File: src/rtl/flippy_pkg.sv
// -----------------------------------------------------------------------------
// flippy_pkg
//   Shared constants and types for the Flippy Bit game slice.
//   - DEF_NUM_COLS : default number of falling-letter columns
//   - ROWS, COLS   : playfield geometry
//   - LFSR_TAPS    : tap mask for x^8+x^6+x^5+x^4+1 (bits 7,5,4,3)
//   - sched_state_t: drop_scheduler FSM encoding
// -----------------------------------------------------------------------------
package flippy_pkg;

  localparam int DEF_NUM_COLS = 3;
  localparam int ROWS = 30;
  localparam int COLS = 40;

  localparam logic [7:0] LFSR_TAPS = 8'hB8;

  typedef enum logic [1:0] {
    IDLE     = 2'd0,
    WAIT_GAP = 2'd1,
    ARB      = 2'd2,
    ISSUE    = 2'd3
  } sched_state_t;

endpackage

File: src/rtl/drop_scheduler_if.sv
// -----------------------------------------------------------------------------
// drop_scheduler_if
//   Spawn bus between drop_scheduler (master) and the column instances (slave).
//   Signals:
//     col_busy    columns -> sched  bit i = 1: column i holds an active letter
//     spawn_ready columns -> sched  bit i = 1: column i accepts a spawn
//     spawn_valid sched -> columns  one-hot spawn request
//     spawn_value sched -> columns  letter value carried by the request
//
//   Handshake: a transfer to column k happens on a rising clock edge where
//   spawn_valid[k] and spawn_ready[k] are both 1. Once spawn_valid is raised,
//   spawn_valid and spawn_value stay unchanged until that transfer (only a
//   reset may withdraw the request). spawn_ready may be driven independently
//   of spawn_valid.
// -----------------------------------------------------------------------------
interface drop_scheduler_if #(
  parameter int NUM_COLS = flippy_pkg::DEF_NUM_COLS
);
  logic [NUM_COLS-1:0] col_busy;
  logic [NUM_COLS-1:0] spawn_ready;
  logic [NUM_COLS-1:0] spawn_valid;
  logic [7:0]          spawn_value;

  modport master (
    output spawn_valid,
    output spawn_value,
    input  spawn_ready,
    input  col_busy
  );

  modport slave (
    input  spawn_valid,
    input  spawn_value,
    output spawn_ready,
    output col_busy
  );
endinterface

File: src/rtl/drop_scheduler_lfsr8.sv
// -----------------------------------------------------------------------------
// lfsr8
//   8-bit Fibonacci LFSR, polynomial x^8+x^6+x^5+x^4+1 (maximal length), so a
//   non-zero seed never reaches 0. Advances every clock cycle.
//   Ports:
//     clock         in   system clock
//     reset_signal  in   synchronous active-high reset, loads seed
//     seed          in   reset value (must be non-zero)
//     out           out  current LFSR state
// -----------------------------------------------------------------------------
module lfsr8
  import flippy_pkg::*;
(
  input  logic       clock,
  input  logic       reset_signal,
  input  logic [7:0] seed,
  output logic [7:0] out
);

  logic feedback;

  assign feedback = ^(out & LFSR_TAPS);

  always_ff @(posedge clock) begin
    if (reset_signal) begin
      out <= seed;
    end else begin
      out <= {out[6:0], feedback};
    end
  end

endmodule

File: src/rtl/drop_scheduler.sv
// -----------------------------------------------------------------------------
// drop_scheduler
//   Sequences the falling-letter columns of Flippy Bit: generates the shared
//   fall-step tick (faster with score), picks an idle column round-robin for
//   each new letter and supplies the letter value from a shared LFSR.
//   Optional feature macro: DROP_SCHED_PAUSE_EN (adds the pause input).
//   Ports:
//     clock         in   system clock
//     reset_signal  in   synchronous active-high reset
//     enable        in   game running; 0 returns the FSM to IDLE
//     score         in   current score (unsigned)
//     pause         in   (DROP_SCHED_PAUSE_EN only) freeze timing and FSM
//     bus           master modport of drop_scheduler_if (spawn handshake)
//     step_tick     out  one-cycle pulse; all columns advance one row
//     level         out  speed level, min(score/SCORE_STEP, 15), registered
//     dbg_state     out  FSM state
//     dbg_rr_ptr    out  round-robin start column
//     dbg_lfsr      out  current LFSR value
// -----------------------------------------------------------------------------
module drop_scheduler
  import flippy_pkg::*;
#(
  parameter int         NUM_COLS    = DEF_NUM_COLS,
  parameter int         BASE_PERIOD = 25_000_000,
  parameter int         MIN_PERIOD  = 3_125_000,
  parameter int         SPEEDUP     = 1_500_000,
  parameter int         SCORE_STEP  = 8,
  parameter int         SPAWN_GAP   = 4,
  parameter logic [7:0] LFSR_SEED   = 8'hA5,
  localparam int        PTR_W       = (NUM_COLS > 1) ? $clog2(NUM_COLS) : 1
) (
  input  logic             clock,
  input  logic             reset_signal,
  input  logic             enable,
  input  logic [7:0]       score,
`ifdef DROP_SCHED_PAUSE_EN
  input  logic             pause,
`endif
  drop_scheduler_if.master bus,
  output logic             step_tick,
  output logic [3:0]       level,
  output sched_state_t     dbg_state,
  output logic [PTR_W-1:0] dbg_rr_ptr,
  output logic [7:0]       dbg_lfsr
);

  localparam int GAP_W = (SPAWN_GAP > 0) ? $clog2(SPAWN_GAP + 1) : 1;

  logic pause_i;
`ifdef DROP_SCHED_PAUSE_EN
  assign pause_i = pause;
`else
  assign pause_i = 1'b0;
`endif

  // ---------------- LFSR ----------------
  logic [7:0] lfsr;

  lfsr8 u_lfsr (
    .clock        (clock),
    .reset_signal (reset_signal),
    .seed         (LFSR_SEED),
    .out          (lfsr)
  );

  // ---------------- level ----------------
  logic [31:0] lvl_raw;
  logic        lvl_sat;

  assign lvl_raw = 32'(score) / 32'(SCORE_STEP);
  assign lvl_sat = |lvl_raw[31:4];

  always_ff @(posedge clock) begin
    if (reset_signal) begin
      level <= 4'd0;
    end else begin
      level <= lvl_sat ? 4'd15 : lvl_raw[3:0];
    end
  end

  // ---------------- fall-step tick ----------------
  // Saturating compare keeps the subtraction from ever going below MIN_PERIOD.
  logic [31:0] reduction;
  logic [31:0] period_p;
  logic [31:0] period_cnt;

  assign reduction = 32'(level) * 32'(SPEEDUP);
  assign period_p  = (reduction > 32'(BASE_PERIOD - MIN_PERIOD)) ?
                     32'(MIN_PERIOD) : (32'(BASE_PERIOD) - reduction);

  assign step_tick = enable && !pause_i && (period_cnt == 32'd0);

  // Level changes only reach the counter at reload.
  always_ff @(posedge clock) begin
    if (reset_signal) begin
      period_cnt <= 32'(BASE_PERIOD - 1);
    end else if (enable && !pause_i) begin
      if (period_cnt == 32'd0) begin
        period_cnt <= period_p - 32'd1;
      end else begin
        period_cnt <= period_cnt - 32'd1;
      end
    end
  end

  // ---------------- round-robin scan ----------------
  sched_state_t        state_q, state_d;
  logic [GAP_W-1:0]    gap_q, gap_d;
  logic [PTR_W-1:0]    rr_q, rr_d;
  logic [PTR_W-1:0]    sel_q, sel_d;
  logic [NUM_COLS-1:0] valid_q, valid_d;
  logic [7:0]          value_q, value_d;
  logic                free_found;
  logic [PTR_W-1:0]    free_idx;

  function automatic logic [PTR_W-1:0] wrap_idx(input logic [PTR_W-1:0] base,
                                                input int off);
    int s;
    s = int'(base) + off;
    if (s >= NUM_COLS) s = s - NUM_COLS;
    return PTR_W'(s);
  endfunction

  // Walk offsets from the far end down so the closest free column to rr_q wins.
  always_comb begin
    free_found = 1'b0;
    free_idx   = '0;
    for (int i = NUM_COLS - 1; i >= 0; i--) begin
      if (!bus.col_busy[wrap_idx(rr_q, i)]) begin
        free_found = 1'b1;
        free_idx   = wrap_idx(rr_q, i);
      end
    end
  end

  // ---------------- FSM ----------------
  always_comb begin
    state_d = state_q;
    gap_d   = gap_q;
    rr_d    = rr_q;
    sel_d   = sel_q;
    valid_d = valid_q;
    value_d = value_q;
    case (state_q)
      IDLE: begin
        if (enable && !pause_i) begin
          state_d = WAIT_GAP;
          gap_d   = '0;
        end
      end
      WAIT_GAP: begin
        if (!pause_i) begin
          if (!enable) begin
            state_d = IDLE;
          end else if (gap_q == GAP_W'(SPAWN_GAP)) begin
            state_d = ARB;
          end else if (step_tick) begin
            gap_d = gap_q + 1'b1;
          end
        end
      end
      ARB: begin
        if (!pause_i) begin
          if (!enable) begin
            state_d = IDLE;
          end else if (free_found) begin
            valid_d = NUM_COLS'(1) << free_idx;
            value_d = lfsr;
            sel_d   = free_idx;
            state_d = ISSUE;
          end
        end
      end
      ISSUE: begin
        // Pause and enable do not block a pending handshake; a tick in the
        // same cycle is swallowed by the gap clear.
        if (|(valid_q & bus.spawn_ready)) begin
          valid_d = '0;
          gap_d   = '0;
          rr_d    = (sel_q == PTR_W'(NUM_COLS - 1)) ? '0 : (sel_q + 1'b1);
          state_d = enable ? WAIT_GAP : IDLE;
        end
      end
      default: state_d = IDLE;
    endcase
  end

  always_ff @(posedge clock) begin
    if (reset_signal) begin
      state_q <= IDLE;
      gap_q   <= '0;
      rr_q    <= '0;
      sel_q   <= '0;
      valid_q <= '0;
      value_q <= 8'd0;
    end else begin
      state_q <= state_d;
      gap_q   <= gap_d;
      rr_q    <= rr_d;
      sel_q   <= sel_d;
      valid_q <= valid_d;
      value_q <= value_d;
    end
  end

  assign bus.spawn_valid = valid_q;
  assign bus.spawn_value = value_q;
  assign dbg_state       = state_q;
  assign dbg_rr_ptr      = rr_q;
  assign dbg_lfsr        = lfsr;

endmodule

File: src/flat_wrapper.sv
// flat-port wrapper written by rule: the top's interface ports become plain ports
module drop_scheduler_flat import flippy_pkg::*;
#(
  parameter int         NUM_COLS    = DEF_NUM_COLS,
  parameter int         BASE_PERIOD = 25_000_000,
  parameter int         MIN_PERIOD  = 3_125_000,
  parameter int         SPEEDUP     = 1_500_000,
  parameter int         SCORE_STEP  = 8,
  parameter int         SPAWN_GAP   = 4,
  parameter logic [7:0] LFSR_SEED   = 8'hA5,
  localparam int        PTR_W       = (NUM_COLS > 1) ? $clog2(NUM_COLS) : 1
)
  (clock, reset_signal, enable, score, step_tick, level, dbg_state, dbg_rr_ptr, dbg_lfsr, bus_spawn_valid, bus_spawn_value, bus_spawn_ready, bus_col_busy);
  drop_scheduler_if #(.NUM_COLS(NUM_COLS)) bus_i ();
  input  logic clock;
  input  logic reset_signal;
  input  logic enable;
  input  logic [7:0] score;
  output logic step_tick;
  output logic [3:0] level;
  output sched_state_t dbg_state;
  output logic [PTR_W-1:0] dbg_rr_ptr;
  output logic [7:0] dbg_lfsr;
  output wire logic [$bits(bus_i.spawn_valid)-1:0] bus_spawn_valid;
  output wire logic [$bits(bus_i.spawn_value)-1:0] bus_spawn_value;
  input wire logic [$bits(bus_i.spawn_ready)-1:0] bus_spawn_ready;
  input wire logic [$bits(bus_i.col_busy)-1:0] bus_col_busy;
  assign bus_spawn_valid = bus_i.spawn_valid;
  assign bus_spawn_value = bus_i.spawn_value;
  assign bus_i.spawn_ready = bus_spawn_ready;
  assign bus_i.col_busy = bus_col_busy;
  drop_scheduler #(.NUM_COLS(NUM_COLS), .BASE_PERIOD(BASE_PERIOD), .MIN_PERIOD(MIN_PERIOD), .SPEEDUP(SPEEDUP), .SCORE_STEP(SCORE_STEP), .SPAWN_GAP(SPAWN_GAP), .LFSR_SEED(LFSR_SEED)) u_core (.clock(clock), .reset_signal(reset_signal), .enable(enable), .score(score), .bus(bus_i), .step_tick(step_tick), .level(level), .dbg_state(dbg_state), .dbg_rr_ptr(dbg_rr_ptr), .dbg_lfsr(dbg_lfsr));
endmodule
File: config.mk
export PLATFORM = sky130hd
export DESIGN_NAME = drop_scheduler_flat
export DESIGN_NICKNAME = d
export VERILOG_FILES = /design/src/rtl/flippy_pkg.sv /design/src/rtl/drop_scheduler_if.sv /design/src/rtl/drop_scheduler_lfsr8.sv /design/src/rtl/drop_scheduler.sv /design/src/flat_wrapper.sv
export SDC_FILE = /design/constraint.sdc
export NUM_CORES = 1
export LEC_CHECK = 0
export ABC_AREA = 1
export CAP_MARGIN = 10
export CORE_UTILIZATION = 35
export CTS_BUF_LIST = sky130_fd_sc_hd__clkbuf_8
export DETAILED_ROUTE_END_ITERATION = 16
export GPL_ROUTABILITY_DRIVEN = 0
export HOLD_SLACK_MARGIN = 0.1
export RECOVER_POWER = 100
export SLEW_MARGIN = 20
export SYNTH_ARGS = -nofsm -noshare
export SYNTH_HDL_FRONTEND = slang
export SYNTH_HIERARCHICAL = 1
export SYNTH_SLANG_ARGS = --single-unit
File: constraint.sdc
create_clock -name clock -period 8 [get_ports clock]
set_input_delay 0.8 -clock clock [delete_from_list [all_inputs] [get_ports clock]]
set_output_delay 0.8 -clock clock [all_outputs]
set_load 0.02 [all_outputs]
==> metrics.txt, run 1 <==
status complete, but fails checks; failing checks max-capacitance violations, max-slew violations; Fin. Hold Viols 0; Leak Pwr approximately 3.5 nW; metal2 WL 6940 microns; WP data required 7.20 ns; Core Util, Final 0.406; Initial Utilization 0.361; height of the die 134 microns; final setup violation count 0; top routing layer used met4; synth top area cells dfxtp_1 21%, nand2_1 20%, inv_1 9.3%; clock-pin slew of the registers on the worst-case setup and hold paths approximately 0.080 ns; Power Total around 0.0012 W; Rows between 40 and 50; Hold Crit Depth 2; HP Class reg2reg; CP arrival 5.21 ns; flop-to-flop setup slack 2.06 ns; placed instance area 0.00668 sq mm; area share of the largest cell type after synthesis 0.212; peak supply drop around 0.00011 V; Final Max Slew Viols 89; largest net degree at the start of global routing a little over 50; Synth cell types roughly 40; Total GRT Usage 0.188; most instantiated library cell after synthesis nand2_1; Die Area 0.0178 sq mm; maximum net fanout on the critical path 37; Syn Area/Cell around 5.8 sq um; HPWL after detailed placement 12500 microns; CP endpoint kind primary output; number of synthesized flops with an enable pin 0; Max-cap violations 2; Post-synth top cells 317 x nand2_1, 150 x inv_1, 118 x nor2_1; Yosys reg bits 64; met3 WL roughly 480 microns; Inserted Clock Buffers 9; Routed wire per std cell approximately 12 microns; Total Wirelength around 16000 microns; Via Count about 6300; clock sink total 64; vias in the first global route 5808; Async SR Flop Fraction 0; final worst-path cycle share 0.751; prevailing post-synth register cell dfxtp_1; TritonCTS clock tree done; cell taking the most area after synthesis dfxtp_1; Core ar. ~0.017 sq mm; Post-CTS Resized 0; PwrDens between 150 and 200 mW/mm^2; first-pass GRT wire length between 20000 and 30000 microns; startpoint types primary input; cell area after synthesis 0.00606 sq mm; diode count 0; Skew-Pair Late Insertion Delay approximately 0.36 ns; crit path time final about 6 ns; CTS H-tree lvls 3; die width 134 microns; fin area around 0.0068 sq mm; Clock Tree Buf Depth 2; total gr overflow 0; Port-buffer cells 41; Worst slew margin -0.631; Final #Nets about 1100; worst slew pin tran 2.45 ns; first drt pass iteration count 5; root buf cell clkbuf_8; worst reg2reg path depth 27; initial antenna violation count 0; worst clock skew 0.00948 ns; Hold-fix buffers, CTS 0; Filler cells ~1900; Gate Count Post-Synth between 1000 and 1500; sequential share of the synthesized area 0.212; wire length on met1 around 8100 microns; Peak Freq roughly 170 MHz; critical setup path kind in2out; RSZ-0062 raised after global routing false; DRC viols 0; IO Pins between 40 and 50; synth-to-layout area growth 12.5%; setup total negative slack 0 ns; ANT nets after route 0; layout cells sized above 1 0.0862; initial drt markers between 300 and 400; synth warn 6; Via density between 4 and 5; post-CTS setup buffers 0
[critical path, stage by stage]
cell and delay, ns:
dlygate4sd3_1 0.53, clkbuf_1 1.20, clkinv_1 1.45, nor2_1 0.48
dlygate4sd3_1 0.73
[logic make-up (layout without fill, tap and decap cells)]
logic type | after synthesis | count (layout) | synth area share
compound gates | 106 | 106 | 0.0946
xor+xnor | 17 | 17 | 0.0246
fa+ha+maj | 36 | 36 | 0.0781
buf+inv | 185 | 226 | 0.121
flops | 64 | 64 | 0.212
other cells | 2 | 8 | 0.00124
simple gates | 633 | 633 | 0.469
[flip-flops by register name, summed over array words and instances (netlist names)]
signal and count:
u_core/dbg_rr_ptr 2, u_core/bus.spawn_value 8, u_core/gap_q 3, u_core/bus.spawn_valid 3, u_core/level 4, u_core/sel_q 2, u_core/period_cnt 32, u_core/u_lfsr/out 8
u_core/dbg_state 2
[power breakdown]
| group | internal (W) | switching [W] |
|---|---|---|
| clock network | 0.000153 | 0.000138 |
| logic | 0.000182 | 0.000356 |
| registers | 0.000349 | 0.0000248 |
| total | 0.000685 | 0.000519 |
[per-stage QoR]
stage	setup slack (ns)	hold WS, ns	std cells
2_1_floorplan	3.83	0.440	1049
3_3_place_gp	3.13	0.451	1294
3_5_place_dp	3.12	0.449	1294
4_1_cts	3.08	0.470	1310
5_1_grt	1.35	0.495	1310
6_report	1.99	0.463	1310
[layout by cell type, fill, tap and decap left out, types with 2 or more instances in the layout]
cell type / instances
inv_2: 13
inv_1: 150
nor2_4: 4
clkbuf_1: 2
xor2_1: 12
xnor2_1: 5
clkinv_4: 3
nand4_1: 16
dlygate4sd3_1: 29
nand2_1: 318
a211oi_1: 8
ha_1: 33
nor3_1: 10
clkbuf_8: 10
a21oi_1: 51
o31ai_1: 2
nand2_4: 5
nor4_1: 4
a31oi_1: 3
nand3_1: 91
nand3_2: 2
dfxtp_1: 64
nor2_1: 125
fa_1: 3
clkinv_1: 3
nor2_2: 13
o211ai_1: 5
and2_1: 3
o21ai_0: 35
nand2_2: 34
or2_2: 4
clkdlybuf4s50_1: 11
conb_1: 8
[layer usage]
| layer | global-route usage | vias up |
|---|---|---|
| li1 | - | 3360 |
| met1 | 0.251 | 2764 |
| met2 | 0.304 | 112 |
| met3 | 0.0396 | 21 |
| met4 | 0.0556 | 0 |
| met5 | 0 | - |
[path summary, 6_finish.rpt]
kind / end / from
worst min register to register: u_core/u_lfsr/out[7]$_DFF_P_ / u_core/u_lfsr/out[6]$_DFF_P_
worst max register to register: u_core/period_cnt[14]$_SDFFE_PP1P_ / u_core/level[2]$_SDFF_PP0_
worst min-delay path: u_core/u_lfsr/out[7]$_DFF_P_ / u_core/u_lfsr/out[6]$_DFF_P_
worst max-delay path: step_tick / enable
[area by class of cell]
type                    instances  area [sq um]  share of cell area
well taps                     220           275              0.0404
repair buffers                 43           413              0.0606
inverters                     167           628              0.0922
clock buffers                  10           138              0.0202
multi-input cells             800          4010               0.588
flip-flops and latches         64          1280               0.188
clock inverters                 6          68.8              0.0101
Note: power is estimated with default switching activity, not from simulation.
==> run 2, diff against run 1 <==
==> constraint.sdc (replaced) <==
create_clock -name clock -period 6.1 [get_ports clock]
set_input_delay 0.61 -clock clock [delete_from_list [all_inputs] [get_ports clock]]
set_output_delay 0.61 -clock clock [all_outputs]
set_load 0.02 [all_outputs]
==> metrics.txt, run 2 (synthesis gave the netlist of run 1 again) <==
status complete, but fails checks; failing checks max-capacitance violations, max-slew violations; IO Pins 45; fin area roughly 0.007 sq mm; initial antenna violation count 0; Routed wire per std cell 12.0 microns; placed instance area about 0.0067 sq mm; Post-Place Setup Slack ~1.2 ns; WP data required 6.36 ns; Fin. Hold Viols 0; first drt pass iteration count 5; HPWL after detailed placement between 10000 and 15000 microns; Via Count roughly 6200; post-CTS setup buffers 0; total gr overflow 0; initial drt markers ~420; largest net degree at the start of global routing 51; die width approximately 130 microns; final setup violation count 0; crit path time final 5.15 ns; HP Class reg2reg; max reg flops 32; setup total negative slack 0 ns; final worst setup slack around 0.95 ns; CP arrival about 5.4 ns; root buf cell clkbuf_8; maximum net fanout on the critical path 15; PwrDens 236 mW/mm^2; crit-path max cell delay between 0.5 and 0.6 ns; Skew-Pair Late Insertion Delay 0.36 ns; RSZ-0062 raised after global routing false; Top cell by count, worst path nand2_1; TritonCTS clock tree done; critical path's top delay family simple AND/OR/NAND/NOR gates; Total GRT Usage 0.188; clock-pin slew of the registers on the worst-case setup and hold paths about 0.080 ns; most common cell after layout, fill and taps aside nand2_1; startpoint types flip-flop; Clock Tree Buf Depth 2; Hold-fix buffers, CTS 0; final worst-path cycle share 0.844; CP Launch Point u_core/level[2]$_SDFF_PP0_; most frequent cells in the layout 319 x nand2_1, 150 x inv_1, 123 x nor2_1; Initial Utilization 0.361; CP endpoint kind flip-flop; diode count 0; Inserted Clock Buffers 9; CTS H-tree lvls 3; worst clock skew approximately 0.014 ns; Core ar. roughly 0.017 sq mm; reg2reg start u_core/level[2]$_SDFF_PP0_; min-delay src u_core/u_lfsr/out[1]$_DFF_P_; critical setup path kind reg2reg; Leak Pwr 3.51 nW; Port-buffer cells 41; Die Area between 0.015 and 0.02 sq mm; Via density 4.77; Final #Nets between 1000 and 1500; Worst slew margin -0.595; Max stage delay cell, worst path dfxtp_1; ANT nets after route 0; synth-to-layout area growth 13.3%; worst slew pin tran 2.39 ns; layout cells sized above 1 0.0890; peak supply drop around 0.00018 V; WP buf/inv 2; vias in the first global route ~5700; Post-CTS Resized 0; first-pass GRT wire length 27200 microns; Total Wirelength 15800 microns; Max-cap violations 1; DRC viols 0; height of the die roughly 130 microns; clock sink total 64; Final Max Slew Viols 51; Rows 47; Biggest register u_core/period_cnt; Peak Freq around 190 MHz
run 2: cell types whose count changed in the layout (fill, tap and decap cells not counted), sizes merged:
| cell | before | now |
|---|---|---|
| buf | 1 | 2 |
| bufinv | 1 | 2 |
| clkbuf | 12 | 10 |
| clkinv | 7 | 5 |
| inv | 163 | 165 |
run 2: layer usage:
| metal | global-route usage | up-vias | wire length, microns | share of wire |
|---|---|---|---|---|
| met2 | 0.296 | 124 | 6850 | 0.43 |
| li1 | - | 3358 | - | - |
| met5 | 0 | - | 0 | 0 |
| met4 | 0.0404 | 0 | 136 | 0.0086 |
| met3 | 0.0403 | 10 | 629 | 0.040 |
| met1 | 0.263 | 2756 | 8170 | 0.52 |
run 2: worst paths after layout:
check | endpoint | slack, ns | depth (start not counted)
worst max-delay path | u_core/period_cnt[26]$_SDFFE_PP0P_ | 0.95 | 29
worst min-delay path | u_core/u_lfsr/out[2]$_DFF_P_ | 0.47 | 2
worst max register to register | u_core/period_cnt[26]$_SDFFE_PP0P_ | 0.95 | 29
worst min register to register | u_core/u_lfsr/out[2]$_DFF_P_ | 0.47 | 2
run 2: area by class of cell:
type,count,area [sq um]
clock inverters,7,103
flip-flops and latches,64,1280
clock buffers,9,124
well taps,220,275
multi-input cells,800,4030
repair buffers,43,417
inverters,167,628
fillers,1845,9900
run 2: per-stage QoR:
step                      hold WS (ns)   util  std cells  total power (W)
after floorplan                  0.440      -       1049          0.00103
after global placement           0.452  0.399       1294          0.00121
after detailed placement         0.453  0.399       1294          0.00121
after CTS                        0.471  0.412       1310          0.00165
after global routing             0.494  0.409       1310          0.00177
final                            0.467  0.409       1310          0.00162
run 2: tightest hold or removal path: cells and delay by family (launching register included):
kind          cells  cell delay (ns)
simple gates      2             0.10
flops             1             0.32
run 2: where the power goes:
group / internal, W / total [W] / switching, W / leakage [nW]
Combinational: 0.000239 / 0.000707 / 0.000468 / 2.88
Clock: 0.000234 / 0.000422 / 0.000188 / 0.110
Sequential: 0.000458 / 0.000490 / 0.0000329 / 0.528
Total: 0.000930 / 0.00162 / 0.000689 / 3.51
==> run 3, diff against run 2 <==
==> constraint.sdc (replaced) <==
create_clock -name clock -period 4.9 [get_ports clock]
set_input_delay 0.49 -clock clock [delete_from_list [all_inputs] [get_ports clock]]
set_output_delay 0.49 -clock clock [all_outputs]
set_load 0.02 [all_outputs]
==> metrics.txt, run 3 (synthesis gave the netlist of run 1 again) <==
WP buf/inv 2; initial drt markers around 370; Via density 4.79; worst slew pin tran about 2.4 ns; Clock Tree Buf Depth 2; PwrDens around 290 mW/mm^2; critical setup path kind reg2reg; die width 134 microns; setup total negative slack 0 ns; CP arrival 4.75 ns; maximum net fanout on the critical path 9; flop-to-flop setup slack between 0.4 and 0.5 ns; Routed wire per std cell about 12 microns; Total Wirelength around 16000 microns; height of the die 134 microns; fin area ~0.0070 sq mm; WP data required 5.15 ns; total gr overflow 0; Worst slew margin -0.569; most common cell after layout, fill and taps aside nand2_1; HP Class reg2reg; Rows 47; crit-path max cell delay just over 0.5 ns; crit path time final approximately 4.5 ns; placed instance area 0.00673 sq mm; clock-pin slew of the registers on the worst-case setup and hold paths around 0.080 ns; Skew-Pair Late Insertion Delay 0.36 ns; diode count 0; HPWL after detailed placement around 13000 microns; startpoint types flip-flop; largest net degree at the start of global routing 51; Max-cap violations 1; critical path's top delay family simple AND/OR/NAND/NOR gates; TritonCTS clock tree done; IO Pins 45; Leak Pwr ~3.6 nW; Core ar. about 0.017 sq mm; Port-buffer cells 41; initial antenna violation count 0; status complete, but fails checks; Die Area between 0.015 and 0.02 sq mm; final setup violation count 0; ANT nets after route 0; layout cells sized above 1 0.110; root buf cell clkbuf_8; clock sink total 64; vias in the first global route just under 6000; CP endpoint kind flip-flop; Total GRT Usage 0.190; Top cell by count, worst path nand2_1; Initial Utilization 0.361; max reg flops 32; Biggest register u_core/period_cnt; final worst-path cycle share 0.918; post-route insts no fill approximately 1300; Final Max Slew Viols just over 50; worst clock skew 0.00923 ns; first-pass GRT wire length 27400 microns; DRC viols 0; Final #Nets between 1000 and 1500; Peak Freq between 200 and 250 MHz; Inserted Clock Buffers 9; peak supply drop 0.000172 V; Via Count about 6300; most frequent cells in the layout 317 x nand2_1, 150 x inv_1, 117 x nor2_1; Core Util, Final 0.418; synth-to-layout area growth 15.5%; CTS H-tree lvls 3; Fin. Hold Viols 0; failing checks max-capacitance violations, max-slew violations; Placed Instances 1300; Max stage delay cell, worst path ha_1; first drt pass iteration count 5
run 3: layer usage:
metal	vias to the layer above	part of all wire	GRT usage
li1	3371	-	-
met1	2811	0.51	0.264
met2	126	0.44	0.304
met3	12	0.042	0.0361
met4	0	0.010	0.0372
met5	-	0	0
run 3: power by group:
part           total [W]  internal [W]  switching [W]
registers       0.000609      0.000570      0.0000392
clock network   0.000532      0.000292       0.000239
logic           0.000904      0.000310       0.000594
total            0.00205       0.00117       0.000873
run 3: worst paths after layout:
check,start,to,cells after the start
worst min register to register,u_core/u_lfsr/out[6]$_DFF_P_,u_core/u_lfsr/out[7]$_DFF_P_,2
worst max register to register,u_core/level[1]$_SDFF_PP0_,u_core/period_cnt[27]$_SDFFE_PP0P_,26
worst max-delay path,u_core/level[1]$_SDFF_PP0_,u_core/period_cnt[27]$_SDFFE_PP0P_,26
worst min-delay path,u_core/u_lfsr/out[6]$_DFF_P_,u_core/u_lfsr/out[7]$_DFF_P_,2
run 3: repair_timing:
item	CTS	global route
endpoints found under the setup margin	0	22
setup buffers	0	3
hold buffers	0	0
hold endpoints to repair	0	0
gates resized for setup	0	10
run 3: worst min-delay path: cells and delay by family, from the launching register on:
family,cells,cell delay [ns]
AND/OR/NAND/NOR,2,0.10
flip-flops,1,0.33
run 3: final cells by class:
| type | instances | area [sq um] |
|---|---|---|
| Fill cell | 1845 | 9760 |
| Sequential cell | 64 | 1280 |
| Multi-Input combinational cell | 801 | 4100 |
| Timing Repair Buffer | 52 | 480 |
| Tap cell | 220 | 275 |
| Clock inverter | 7 | 103 |
| Clock buffer | 9 | 124 |
| Inverter | 167 | 628 |
run 3: through the flow:
stage                     setup slack [ns]  power, W  hold WS, ns
after global routing              -0.00870   0.00222        0.495
after CTS                            0.245   0.00206        0.467
after detailed placement             0.265   0.00152        0.452
after global placement               0.302   0.00151        0.453
after floorplan                      0.727   0.00129        0.440
final                                0.403   0.00205        0.465
